## src/rtl/multiplier_ctrl.sv

```systemverilog
// Sequencing controller and datapath for the memory-mapped multiplier peripheral.
// Signed radix-4 Booth multiply, one step per clock; product held until cleared.
module multiplier_ctrl #(
    parameter int unsigned WIDTH = 64
) (
    input  logic                 clk,
    input  logic                 reset_n,
    input  logic                 op_start,
    input  logic                 op_clear,
    input  logic [WIDTH-1:0]     multiplicand,
    input  logic [WIDTH-1:0]     multiplier,
    output logic [2*WIDTH-1:0]   result,
    output logic [1:0]           state
);

    localparam int unsigned STEPS = WIDTH / 2;
    localparam int unsigned AW    = WIDTH + 2;
    localparam int unsigned CNT_W = $clog2(STEPS + 1);

    typedef enum logic [1:0] {
        IDLE = 2'b00,
        DONE = 2'b01,
        EXEC = 2'b10
    } state_t;

    state_t               state_q, state_d;
    logic [2*WIDTH-1:0]   result_d;
    logic [WIDTH-1:0]     m_q, m_d;
    logic [AW-1:0]        a_q, a_d;
    logic [WIDTH-1:0]     q_q, q_d;
    logic                 qm1_q, qm1_d;
    logic [CNT_W-1:0]     count_q, count_d;
    logic                 start_d;
    logic                 start_pulse;
    logic [AW-1:0]        m_ext, m_dbl, addend, sum;

    assign start_pulse = op_start & ~start_d;
    assign m_ext       = {{2{m_q[WIDTH-1]}}, m_q};
    assign m_dbl       = {m_q[WIDTH-1], m_q, 1'b0};
    assign state       = state_q;

    // Next-state, datapath step and result update
    always_comb begin
        state_d  = state_q;
        result_d = result;
        m_d      = m_q;
        a_d      = a_q;
        q_d      = q_q;
        qm1_d    = qm1_q;
        count_d  = count_q;
        addend   = '0;
        sum      = '0;

        case (state_q)
            IDLE: begin
                if (op_clear) begin
                    result_d = '0;
                end else if (start_pulse) begin
                    m_d     = multiplicand;
                    q_d     = multiplier;
                    a_d     = '0;
                    qm1_d   = 1'b0;
                    count_d = '0;
                    state_d = EXEC;
                end
            end
            EXEC: begin
                if (op_clear) begin
                    state_d  = IDLE;
                    result_d = '0;
                    count_d  = '0;
                end else begin
                    case ({q_q[1:0], qm1_q})
                        3'b001, 3'b010: addend = m_ext;
                        3'b011:         addend = m_dbl;
                        3'b100:         addend = -m_dbl;
                        3'b101, 3'b110: addend = -m_ext;
                        default:        addend = '0;
                    endcase
                    sum     = a_q + addend;
                    // Arithmetic shift of {A,Q,q_m1} right by two
                    a_d     = {{2{sum[AW-1]}}, sum[AW-1:2]};
                    q_d     = {sum[1:0], q_q[WIDTH-1:2]};
                    qm1_d   = q_q[1];
                    count_d = count_q + CNT_W'(1);
                    if (count_q == CNT_W'(STEPS - 1)) begin
                        result_d = {a_d[WIDTH-1:0], q_d};
                        state_d  = DONE;
                    end
                end
            end
            DONE: begin
                if (op_clear) begin
                    state_d  = IDLE;
                    result_d = '0;
                end
            end
            default: begin
                state_d  = IDLE;
                result_d = '0;
            end
        endcase
    end

    always_ff @(posedge clk or negedge reset_n) begin
        if (!reset_n) begin
            state_q <= IDLE;
            result  <= '0;
            m_q     <= '0;
            a_q     <= '0;
            q_q     <= '0;
            qm1_q   <= 1'b0;
            count_q <= '0;
            start_d <= 1'b0;
        end else begin
            state_q <= state_d;
            result  <= result_d;
            m_q     <= m_d;
            a_q     <= a_d;
            q_q     <= q_d;
            qm1_q   <= qm1_d;
            count_q <= count_d;
            start_d <= op_start;
        end
    end

endmodule

```

## config.mk

```make
export PLATFORM = sky130hd
export DESIGN_NAME = multiplier_ctrl
export DESIGN_NICKNAME = d
export VERILOG_FILES = /design/src/rtl/multiplier_ctrl.sv
export SDC_FILE = /design/constraint.sdc
export NUM_CORES = 1
export LEC_CHECK = 0
export BUFFER_PORTS_ARGS = -buffer_cell sky130_fd_sc_hd__buf_2
export CAP_MARGIN = 15
export CORE_ASPECT_RATIO = 0.8
export CORE_UTILIZATION = 45
export CTS_CLUSTER_DIAMETER = 200
export DETAILED_ROUTE_END_ITERATION = 7
export GPL_TIMING_DRIVEN = 0
export PLACE_DENSITY = 0.74
export SYNTH_ARGS = -nofsm -noshare
export SYNTH_HDL_FRONTEND = slang
export SYNTH_SLANG_ARGS = --single-unit
```

## constraint.sdc

```tcl
create_clock -name clk -period 7.44 [get_ports clk]
set_input_delay 0.744 -clock clk [delete_from_list [all_inputs] [get_ports clk]]
set_output_delay 0.744 -clock clk [all_outputs]
set_load 0.05 [all_outputs]
```

==> results.sh, run 1 <==
export IMPL_outcome="finished clean"
export IMPL_drc=0
export IMPL_vias=18700
export IMPL_slowest_delay_ns=0.54
export IMPL_ys_top_cells_by_area="dfrtp_1 42%, nand2_1 10%, o21ai_0 8.2%, ha_1 4.2%, mux2_2 3.5%"
export IMPL_place_congestion=0.961
export IMPL_num_antenna_cells=0
export IMPL_crit_slowest_cell="or3b_2"
export IMPL_p_leak_uw=0.0111
export IMPL_io_buffers=260
export IMPL_cts_sinks=330
export IMPL_synthFlopType="dfrtp_1"
export IMPL_dp_hpwl_um=48900
export IMPL_ios=262
export IMPL_tightest_slew_ns=0.986
export IMPL_cap_violations=0
export IMPL_pre_cts_ws_ns=0.832
export IMPL_finalCritPeriodShare_pct=91.3
export IMPL_synth_area_mm2=0.0197
export IMPL_critical_path_cell_chain="inv_1 > ha_1 > or3b_2 > or4_1 > or3_1 > or3_1 > nor2_1 > nand3_1 > xor2_1 > a22oi_1 > a21oi_1 > ha_1 > clkbuf_1 > nand4_1 > or2_2 > or3_1 > o21a_1 > o31a_1 > o41a_1 > a31oi_1 > xor2_1 > a22o_1"
export IMPL_setup_viol=0
export IMPL_tritoncts="built"
export IMPL_final_setup_worst_slack_ns=0.648
export IMPL_clkLatencyLatePin_ns=0.57
export IMPL_antenna_found_initial=0
export IMPL_synthesis_nets=2498
export IMPL_criticalPathCategory="reg -> reg"
export IMPL_ir_drop_v=0.000217
export IMPL_dieArea_mm2=0.0447
export IMPL_tns_ns=0
export IMPL_ys_types=74
export IMPL_hold_path_class="in -> async"
export IMPL_relSlewSlack_pct=34.2
export IMPL_coreArea_mm2=0.0432
export IMPL_p_per_area_mw_per_mm2=354
export IMPL_required_ns=7.89
export IMPL_core_rowCount=68
export IMPL_nFillCells=4072
export IMPL_grt_pass1_vias=17300
export IMPL_max_freq_mhz=147
export IMPL_drive_above_1_share_pct=15.8
export IMPL_cp_common_cell="or3_1"
export IMPL_cts_inserted_buffers=37
export IMPL_die_w_um=236
export IMPL_synth_seq_cells=330
export IMPL_routed_wl_um=63800
export IMPL_wl_per_cell_um=20.0
export IMPL_ant_nets=0
export IMPL_syn_area_per_cell_um2=8.59
export IMPL_startpoint_type="register"
export IMPL_hold_viol_final=0
export IMPL_synth_edf_count=0
export IMPL_layout_common_cells="524 x nand2_1, 330 x dfrtp_1, 323 x o21ai_0"
export IMPL_hold_buffers=0
export IMPL_grt_pass1_wl_um=98400
export IMPL_synth_top_area_share_pct=41.8
export IMPL_clk_pin_slew_ns=0.06
export IMPL_syn_inst=2298
export IMPL_async_flop_share_pct=100
export IMPL_clock_skew_ns=0.0219
export IMPL_rsz0062_at_grt="no"
export IMPL_min_period_ns=6.79
export IMPL_via_per_inst=5.85
export IMPL_yosysWarnings=0
export IMPL_grt_max_degree=115
export IMPL_cts_root_buffer="clkbuf_16"
export IMPL_die_h_um=189
export IMPL_final_util_pct=53.5
export IMPL_cts_resized=0
export IMPL_area_delta_synth_final_pct=17.0
export IMPL_cp_max_fo=8
export IMPL_final_common_cell="nand2_1"
export IMPL_ys_seq_area_share_pct=41.8
export IMPL_grt_ovfl_total=0
export IMPL_grtUsageTotal_pct=27.9
export IMPL_first_pass_iters=6
export IMPL_endpoint_kind="register"
export IMPL_cts_path_max_buffers=3
export IMPL_cts_htree_levels=2
export IMPL_final_cells=3188
export IMPL_dpl_cell_count=3122
export IMPL_synth_largest_area_cell="dfrtp_1"
export IMPL_num_nets_final=2801
export IMPL_initial_core_util_pct=45.7
export IMPL_post_cts_buffers=0
export IMPL_worstPathArrival_ns=7.24
export IMPL_drtIter0Drc=1798
export IMPL_slew_viol_final=0
synth_stat cells, drive strengths merged, types with 3 or more instances:
| library cell | count |
|---|---|
| nand2 | 524 |
| nand3b | 4 |
| o21a | 10 |
| xor2 | 66 |
| a221oi | 9 |
| o22ai | 5 |
| nor3 | 22 |
| nor2b | 8 |
| mux2 | 61 |
| or2 | 9 |
| mux2i | 66 |
| a22oi | 45 |
| dfrtp | 330 |
| nor3b | 4 |
| o21bai | 15 |
| and2 | 15 |
| o221ai | 6 |
| inv | 17 |
| a211oi | 3 |
| nor2 | 118 |
| nand2b | 16 |
| and4 | 4 |
| o211ai | 10 |
| buf | 21 |
| or3 | 30 |
| a21oi | 103 |
| a31oi | 14 |
| o31ai | 4 |
| o21ai | 326 |
| a22o | 37 |
| and3 | 7 |
| nand4 | 23 |
| nor4 | 11 |
| a21o | 29 |
| nand3 | 24 |
| xnor2 | 65 |
| a221o | 6 |
| ha | 67 |
| clkbuf | 128 |
| or4 | 12 |
through the flow:
| step | hold slack (ns) | instance area, um2 | total power, uW |
|---|---|---|---|
| final | 0.101 | 23100 | 8170 |
| after global routing | 0.140 | 23100 | 8660 |
| after CTS | 0.108 | 23100 | 8150 |
| after detailed placement | 0.466 | 21900 | 6210 |
| after global placement | 0.457 | 21700 | 6140 |
| after floorplan | 0.445 | 19700 | 5110 |
worst paths after layout:
kind | depth (start not counted) | from | endpoint | slack, ns
max in group asynchronous | 3 | reset_n | q_q[35] | 5.89
min reg2reg | 2 | result[7] | result[7] | 0.48
max reg2reg | 22 | m_q[0] | result[121] | 0.65
min | 1 | reset_n | m_q[12] | 0.10
max | 22 | m_q[0] | result[121] | 0.65
min in group clk | 1 | op_start | start_d | 0.30
kinds of logic after synthesis:
kind of cell    count (synthesis)  share of synthesized area, %
simple gates                  835                          18.5
compound gates                641                          19.4
mux                           127                          6.82
buf+inv                       166                          3.25
flops                         330                          41.8
xor+xnor                      131                          5.85
fa+ha+maj                      68                          4.35
sequential cells by signal, summed over array words and instances (netlist names):
name	flops
a_q	64
count_q	6
m_q	64
q_q	64
qm1_q	1
result	128
start_d	1
state	2
routing by layer:
layer,up-vias,routed length (um),global-route usage [%]
met5,-,0,0
met4,0,1730,8.59
met3,110,4300,3.95
met2,738,28600,43.1
met1,9096,29200,40.6
li1,8711,-,-
area by class of cell:
class                      instances  area [um2]  share of cell area [%]
clock inverter                    12         178                   0.769
timing repair buffer             264        1400                    6.06
tap                              560         701                    3.03
buffer                           149         578                    2.50
clock buffer                      54        1080                    4.67
inverter                          17        63.8                   0.276
multi-input combinational       1802       10900                    47.0
sequential                       330        8260                    35.7
where the power goes:
group          internal, uW  switching [uW]  total (uW)  leakage (uW)
registers              2170             363        2540       0.00432
clock network          1120             779        1900      0.000608
logic                  1300            2440        3740       0.00614
total                  4590            3580        8170        0.0111
critical path, delay by kind of cell, from the launching register on:
| kind | cells | cell delay (ns) |
|---|---|---|
| simple gates | 9 | 3.08 |
| compound gates | 7 | 1.94 |
| fa+ha+maj | 2 | 0.54 |
| buf+inv | 2 | 0.41 |
| flops | 1 | 0.39 |
| xor+xnor | 2 | 0.29 |
Power figures use the tool's default switching activity.
==> run 2: changes to the inputs <==
--- a/config.mk
+++ b/config.mk
@@ -12,7 +12,7 @@
 export CTS_CLUSTER_DIAMETER = 200
 export DETAILED_ROUTE_END_ITERATION = 7
 export GPL_TIMING_DRIVEN = 0
-export PLACE_DENSITY = 0.74
+export PLACE_DENSITY_LB_ADDON = 0.08
 export SYNTH_ARGS = -nofsm -noshare
 export SYNTH_HDL_FRONTEND = slang
 export SYNTH_SLANG_ARGS = --single-unit
==> results.sh, run 2 (synthesis results as in run 1) <==
export IMPL_outcome="finished clean"
export IMPL_finalCritPeriodShare_pct=92.1
export IMPL_drtIter0Drc=1699
export IMPL_slowest_delay_ns=0.54
export IMPL_setup_viol=0
export IMPL_rr_startpoint="m_q[0]"
export IMPL_slew_viol_final=0
export IMPL_dpl_cell_count=3121
export IMPL_die_h_um=189
export IMPL_endpoint_kind="register"
export IMPL_grt_max_degree=119
export IMPL_rrSetupSlack_ns=0.59
export IMPL_dieArea_mm2=0.0447
export IMPL_routed_wl_um=65100
export IMPL_cp_common_cell="or3_1"
export IMPL_layout_common_cells="524 x nand2_1, 330 x dfrtp_1, 323 x o21ai_0"
export IMPL_cts_resized=0
export IMPL_grt_pass1_wl_um=100000
export IMPL_ios=262
export IMPL_ir_drop_v=0.000185
export IMPL_drc=0
export IMPL_worstPathArrival_ns=7.34
export IMPL_path_buf_inv=2
export IMPL_post_cts_buffers=0
export IMPL_num_nets_final=2801
export IMPL_area_delta_synth_final_pct=17.2
export IMPL_path_delay_family="simple AND/OR/NAND/NOR gates"
export IMPL_max_freq_mhz=146
export IMPL_multi_input_area_mm2=0.0109
export IMPL_largest_reg_flops=128
export IMPL_hold_viol_final=0
export IMPL_p_leak_uw=0.0111
export IMPL_critical_path_cell_chain="inv_1 > ha_1 > or3b_2 > or4_1 > or3_1 > or3_1 > nor2_1 > nand3_1 > xor2_1 > a22oi_1 > a21oi_1 > ha_1 > clkbuf_1 > nand4_1 > or2_2 > or3_1 > o21a_1 > o31a_1 > o41a_1 > a31oi_1 > xor2_1 > a22o_1"
export IMPL_place_area_mm2=0.0218
export IMPL_min_period_ns=6.85
export IMPL_rsz0062_at_grt="no"
export IMPL_die_w_um=236
export IMPL_seqCellArea_mm2=0.00826
export IMPL_cts_root_buffer="clkbuf_16"
export IMPL_ff2ff_path_depth=22
export IMPL_tns_ns=0
export IMPL_cts_path_max_buffers=3
export IMPL_required_ns=7.93
export IMPL_wl_per_cell_um=20.4
export IMPL_relSlewSlack_pct=33.1
export IMPL_crit_slowest_cell="or3b_2"
export IMPL_grt_pass1_vias=17200
export IMPL_tritoncts="built"
export IMPL_ant_nets=0
export IMPL_antenna_found_initial=0
export IMPL_design_area_mm2=0.0232
export IMPL_cts_sinks=330
export IMPL_tightest_slew_ns=1.00
export IMPL_cts_inserted_buffers=38
export IMPL_finalPower_uw=8280
export IMPL_cap_violations=0
export IMPL_clk_pin_slew_ns=0.06
export IMPL_clock_skew_ns=0.0121
export IMPL_startpoint_type="register"
export IMPL_place_congestion=0.972
export IMPL_nFillCells=4133
export IMPL_io_buffers=260
export IMPL_coreArea_mm2=0.0432
export IMPL_vias=18400
export IMPL_grt_ovfl_total=0
export IMPL_final_common_cell="nand2_1"
export IMPL_regToRegEndpoint="a_q[57]"
export IMPL_via_per_inst=5.79
export IMPL_hold_path_class="in -> async"
export IMPL_cp_max_fo=8
export IMPL_initial_core_util_pct=45.7
export IMPL_core_rowCount=68
export IMPL_clkLatencyLatePin_ns=0.56
export IMPL_dp_hpwl_um=50100
export IMPL_cts_htree_levels=2
export IMPL_grtUsageTotal_pct=28.8
export IMPL_critical_path_depth=22
export IMPL_first_pass_iters=6
export IMPL_criticalPathCategory="reg -> reg"
export IMPL_drive_above_1_share_pct=15.7
export IMPL_p_per_area_mw_per_mm2=357
export IMPL_hold_ws_ns=0.184
export IMPL_num_antenna_cells=0
export IMPL_hold_buffers=0
export IMPL_largest_register="result"
export IMPL_final_cells=3186
run 2: cell count changes in the layout (fill, tap and decap cells not counted), sizes merged:
| cell | previous run | this run |
|---|---|---|
| inv | 20 | 17 |
| clkinvlp | 2 | 1 |
| clkinv | 4 | 2 |
| clkbuf | 182 | 185 |
| buf | 285 | 284 |
| bufinv | 3 | 5 |
run 2: worst max-delay path by stage:
| stage | startpoint | endpoint | slack, ns |
|---|---|---|---|
| global placement | reset_n | m_q[18] | -0.76 |
| floorplan | m_q[0] | result[121] | 1.66 |
| finish | m_q[0] | a_q[57] | 0.59 |
| detailed placement | m_q[0] | result[121] | 0.72 |
| global route | m_q[0] | a_q[62] | 0.22 |
| CTS | m_q[0] | result[121] | 0.69 |
run 2: cell type report:
| type | count | share of cell area, % |
|---|---|---|
| clock inverters | 8 | 0.821 |
| clock buffers | 57 | 4.90 |
| plain buffers | 149 | 2.50 |
| repair buffers | 263 | 5.93 |
| well taps | 560 | 3.03 |
| flip-flops and latches | 330 | 35.7 |
| multi-input cells | 1802 | 46.9 |
| inverters | 17 | 0.276 |
run 2: metal layers:
layer,GRT usage (%),wire [um]
met5,0,0
met4,7.97,1530
met1,43.0,30800
met2,43.8,28700
met3,3.47,4070
run 2: through the flow:
stage                     worst slack (ns)  utilization, %
final                                0.591            53.6
after detailed placement             0.719            50.5
after floorplan                       1.66               -
after global placement              -0.764            50.3
after CTS                            0.686            53.6
after global routing                 0.220            53.6
run 2: where the power goes:
| group | switching, uW | total [uW] | internal, uW |
|---|---|---|---|
| combinational | 2440 | 3740 | 1300 |
| clock | 780 | 2010 | 1230 |
| sequential | 359 | 2530 | 2170 |
| total | 3580 | 8280 | 4700 |
==> run 3: changes to the inputs <==
--- a/config.mk
+++ b/config.mk
@@ -5,6 +5,7 @@
 export SDC_FILE = /design/constraint.sdc
 export NUM_CORES = 1
 export LEC_CHECK = 0
+export ABC_AREA = 1
 export BUFFER_PORTS_ARGS = -buffer_cell sky130_fd_sc_hd__buf_2
 export CAP_MARGIN = 15
 export CORE_ASPECT_RATIO = 0.8
==> results.sh, run 3 <==
export IMPL_post_cts_buffers=0
export IMPL_startpoint_type="register"
export IMPL_cts_sinks=330
export IMPL_endpoint_kind="register"
export IMPL_ys_top_cells_by_area="dfrtp_1 39%, nand2_1 16%, nor2_1 5.7%, inv_1 5.0%, nand3_1 4.9%"
export IMPL_die_w_um=246
export IMPL_rr_startpoint="q_q[0]"
export IMPL_place_congestion=1.04
export IMPL_initial_core_util_pct=45.6
export IMPL_relSlewSlack_pct=23.7
export IMPL_cts_resized=0
export IMPL_gr_max_usage_layer="met1"
export IMPL_via_per_inst=5.66
export IMPL_grtUsageTotal_pct=34.6
export IMPL_core_rowCount=71
export IMPL_synthesis_nets=3238
export IMPL_use_met3_pct=7.54
export IMPL_die_h_um=197
export IMPL_drtIter0Drc=2190
export IMPL_worstSetupStartpoint="q_q[0]"
export IMPL_clk_pin_slew_ns=0.06
export IMPL_worstPathArrival_ns=5.72
export IMPL_tritoncts="built"
export IMPL_yosysWarnings=0
export IMPL_largest_reg_flops=128
export IMPL_cts_htree_levels=2
export IMPL_drive_above_1_share_pct=11.5
export IMPL_syn_inst=3038
export IMPL_largest_register="result"
export IMPL_outcome="finished clean"
export IMPL_grt_use_met2_pct=47.0
export IMPL_final_common_cell="nand2_1"
export IMPL_cts_root_buffer="clkbuf_16"
export IMPL_slew_viol_final=0
export IMPL_grt_met1_usage_pct=54.5
export IMPL_tightest_slew_ns=1.13
export IMPL_dp_hpwl_um=67100
export IMPL_clkLatencyLatePin_ns=0.57
export IMPL_synth_largest_area_cell="dfrtp_1"
export IMPL_hold_buffers=0
export IMPL_synth_most_common_cell="nand2_1"
export IMPL_hold_path_class="in -> async"
export IMPL_dieArea_mm2=0.0484
export IMPL_rsz0062_at_grt="no"
export IMPL_grt_max_degree=121
export IMPL_required_ns=7.84
export IMPL_grt_ovfl_total=0
export IMPL_io_buffers=261
export IMPL_cp_max_fo=10
export IMPL_area_delta_synth_final_pct=15.5
export IMPL_grt_pass1_vias=20900
export IMPL_cts_path_max_buffers=3
export IMPL_layout_common_cells="887 x nand2_1, 330 x dfrtp_1, 323 x nor2_1"
export IMPL_hold_viol_final=0
export IMPL_vias=22600
export IMPL_synthFlopType="dfrtp_1"
export IMPL_wl_per_cell_um=21.0
export IMPL_first_pass_iters=5
export IMPL_routed_wl_um=83900
export IMPL_cap_violations=0
export IMPL_synth_seq_cells=330
export IMPL_ant_nets=0
export IMPL_syn_area_per_cell_um2=7.04
export IMPL_ys_seq_area_share_pct=38.6
export IMPL_synth_edf_count=0
export IMPL_async_flop_share_pct=100
export IMPL_criticalPathCategory="reg -> reg"
export IMPL_finalCritPeriodShare_pct=71.5
export IMPL_max_freq_mhz=188
export IMPL_min_period_ns=5.32
export IMPL_synth_common_cells="887 x nand2_1, 330 x dfrtp_1, 323 x nor2_1"
export IMPL_ios=262
export IMPL_setup_viol=0
export IMPL_cts_inserted_buffers=37
export IMPL_synth_top_area_share_pct=38.6
export IMPL_ys_types=50
export IMPL_clock_skew_ns=0.0233
export IMPL_synth_area_mm2=0.0214
export IMPL_hold_ws_ns=0.282
export IMPL_drc=0
export IMPL_antenna_found_initial=4
export IMPL_grt_pass1_wl_um=126000
export IMPL_coreArea_mm2=0.0469
export IMPL_tns_ns=0
export IMPL_num_nets_final=3540
[run 3: worst max-delay path, cell delays in order, from the launching register on]
cell and delay [ns]:
dfrtp_1 0.40, or2_2 0.17, nand2_1 0.11, nor2_1 0.53, clkbuf_1 0.51, clkbuf_1 0.67, nand2_1 0.11, o211ai_1 0.37
ha_1 0.38, nand3_1 0.09, nand3_1 0.16, a21oi_1 0.32, o21ai_1 0.18, nand2_1 0.09, nand2_1 0.06, o21ai_0 0.88
o21ai_1 0.11
[run 3: path summary, 6_finish.rpt]
check	depth (start not counted)	slack, ns	to
worst max-delay path	16	2.12	result[79]
worst min-delay path	1	0.28	result[11]
worst max register to register	16	2.12	result[79]
worst min register to register	2	0.48	result[123]
max in group asynchronous	3	5.52	a_q[48]
min in group clk	1	0.31	start_d
[run 3: kinds of logic after synthesis]
logic type,share of synthesized area [%]
AOI/OAI and AO/OA,17.4
xor gates and xnor gates,2.21
adders and majority gates,4.01
buffers and inverters,7.84
DFF,38.6
muxes,0.316
and+or+nand+nor,29.6
[run 3: area by class of cell]
| cell class | count | area (um2) |
|---|---|---|
| Timing Repair Buffer | 263 | 1370 |
| Clock inverter | 19 | 186 |
| Buffer | 124 | 558 |
| Antenna cell | 3 | 7.51 |
| Inverter | 298 | 1120 |
| Sequential cell | 330 | 8260 |
| Fill cell | 4785 | 22200 |
| Tap cell | 620 | 776 |
| Clock buffer | 46 | 980 |
| Multi-Input combinational cell | 2286 | 11400 |
[run 3: per-stage QoR]
stage | cells | utilization [%] | cell area (um2) | worst slack, ns
6_report | 3989 | 52.7 | 24700 | 2.12
3_3_place_gp | 3919 | 50.0 | 23500 | -0.801
2_1_floorplan | 3038 | - | 21400 | 4.20
5_1_grt | 3988 | 52.7 | 24700 | 1.98
3_5_place_dp | 3921 | 50.2 | 23500 | 2.46
4_1_cts | 3986 | 52.6 | 24700 | 2.44
[run 3: per-layer routing]
layer | vias to the layer above | routed length [um]
met1 | 10800 | 41100
li1 | 10700 | -
met5 | - | 0
met3 | 113 | 8260
met2 | 1025 | 32900
met4 | 0 | 1730
Power of run 3 is not shown: default switching activity piles up to over one toggle a cycle in this logic, so the estimate is an artifact.
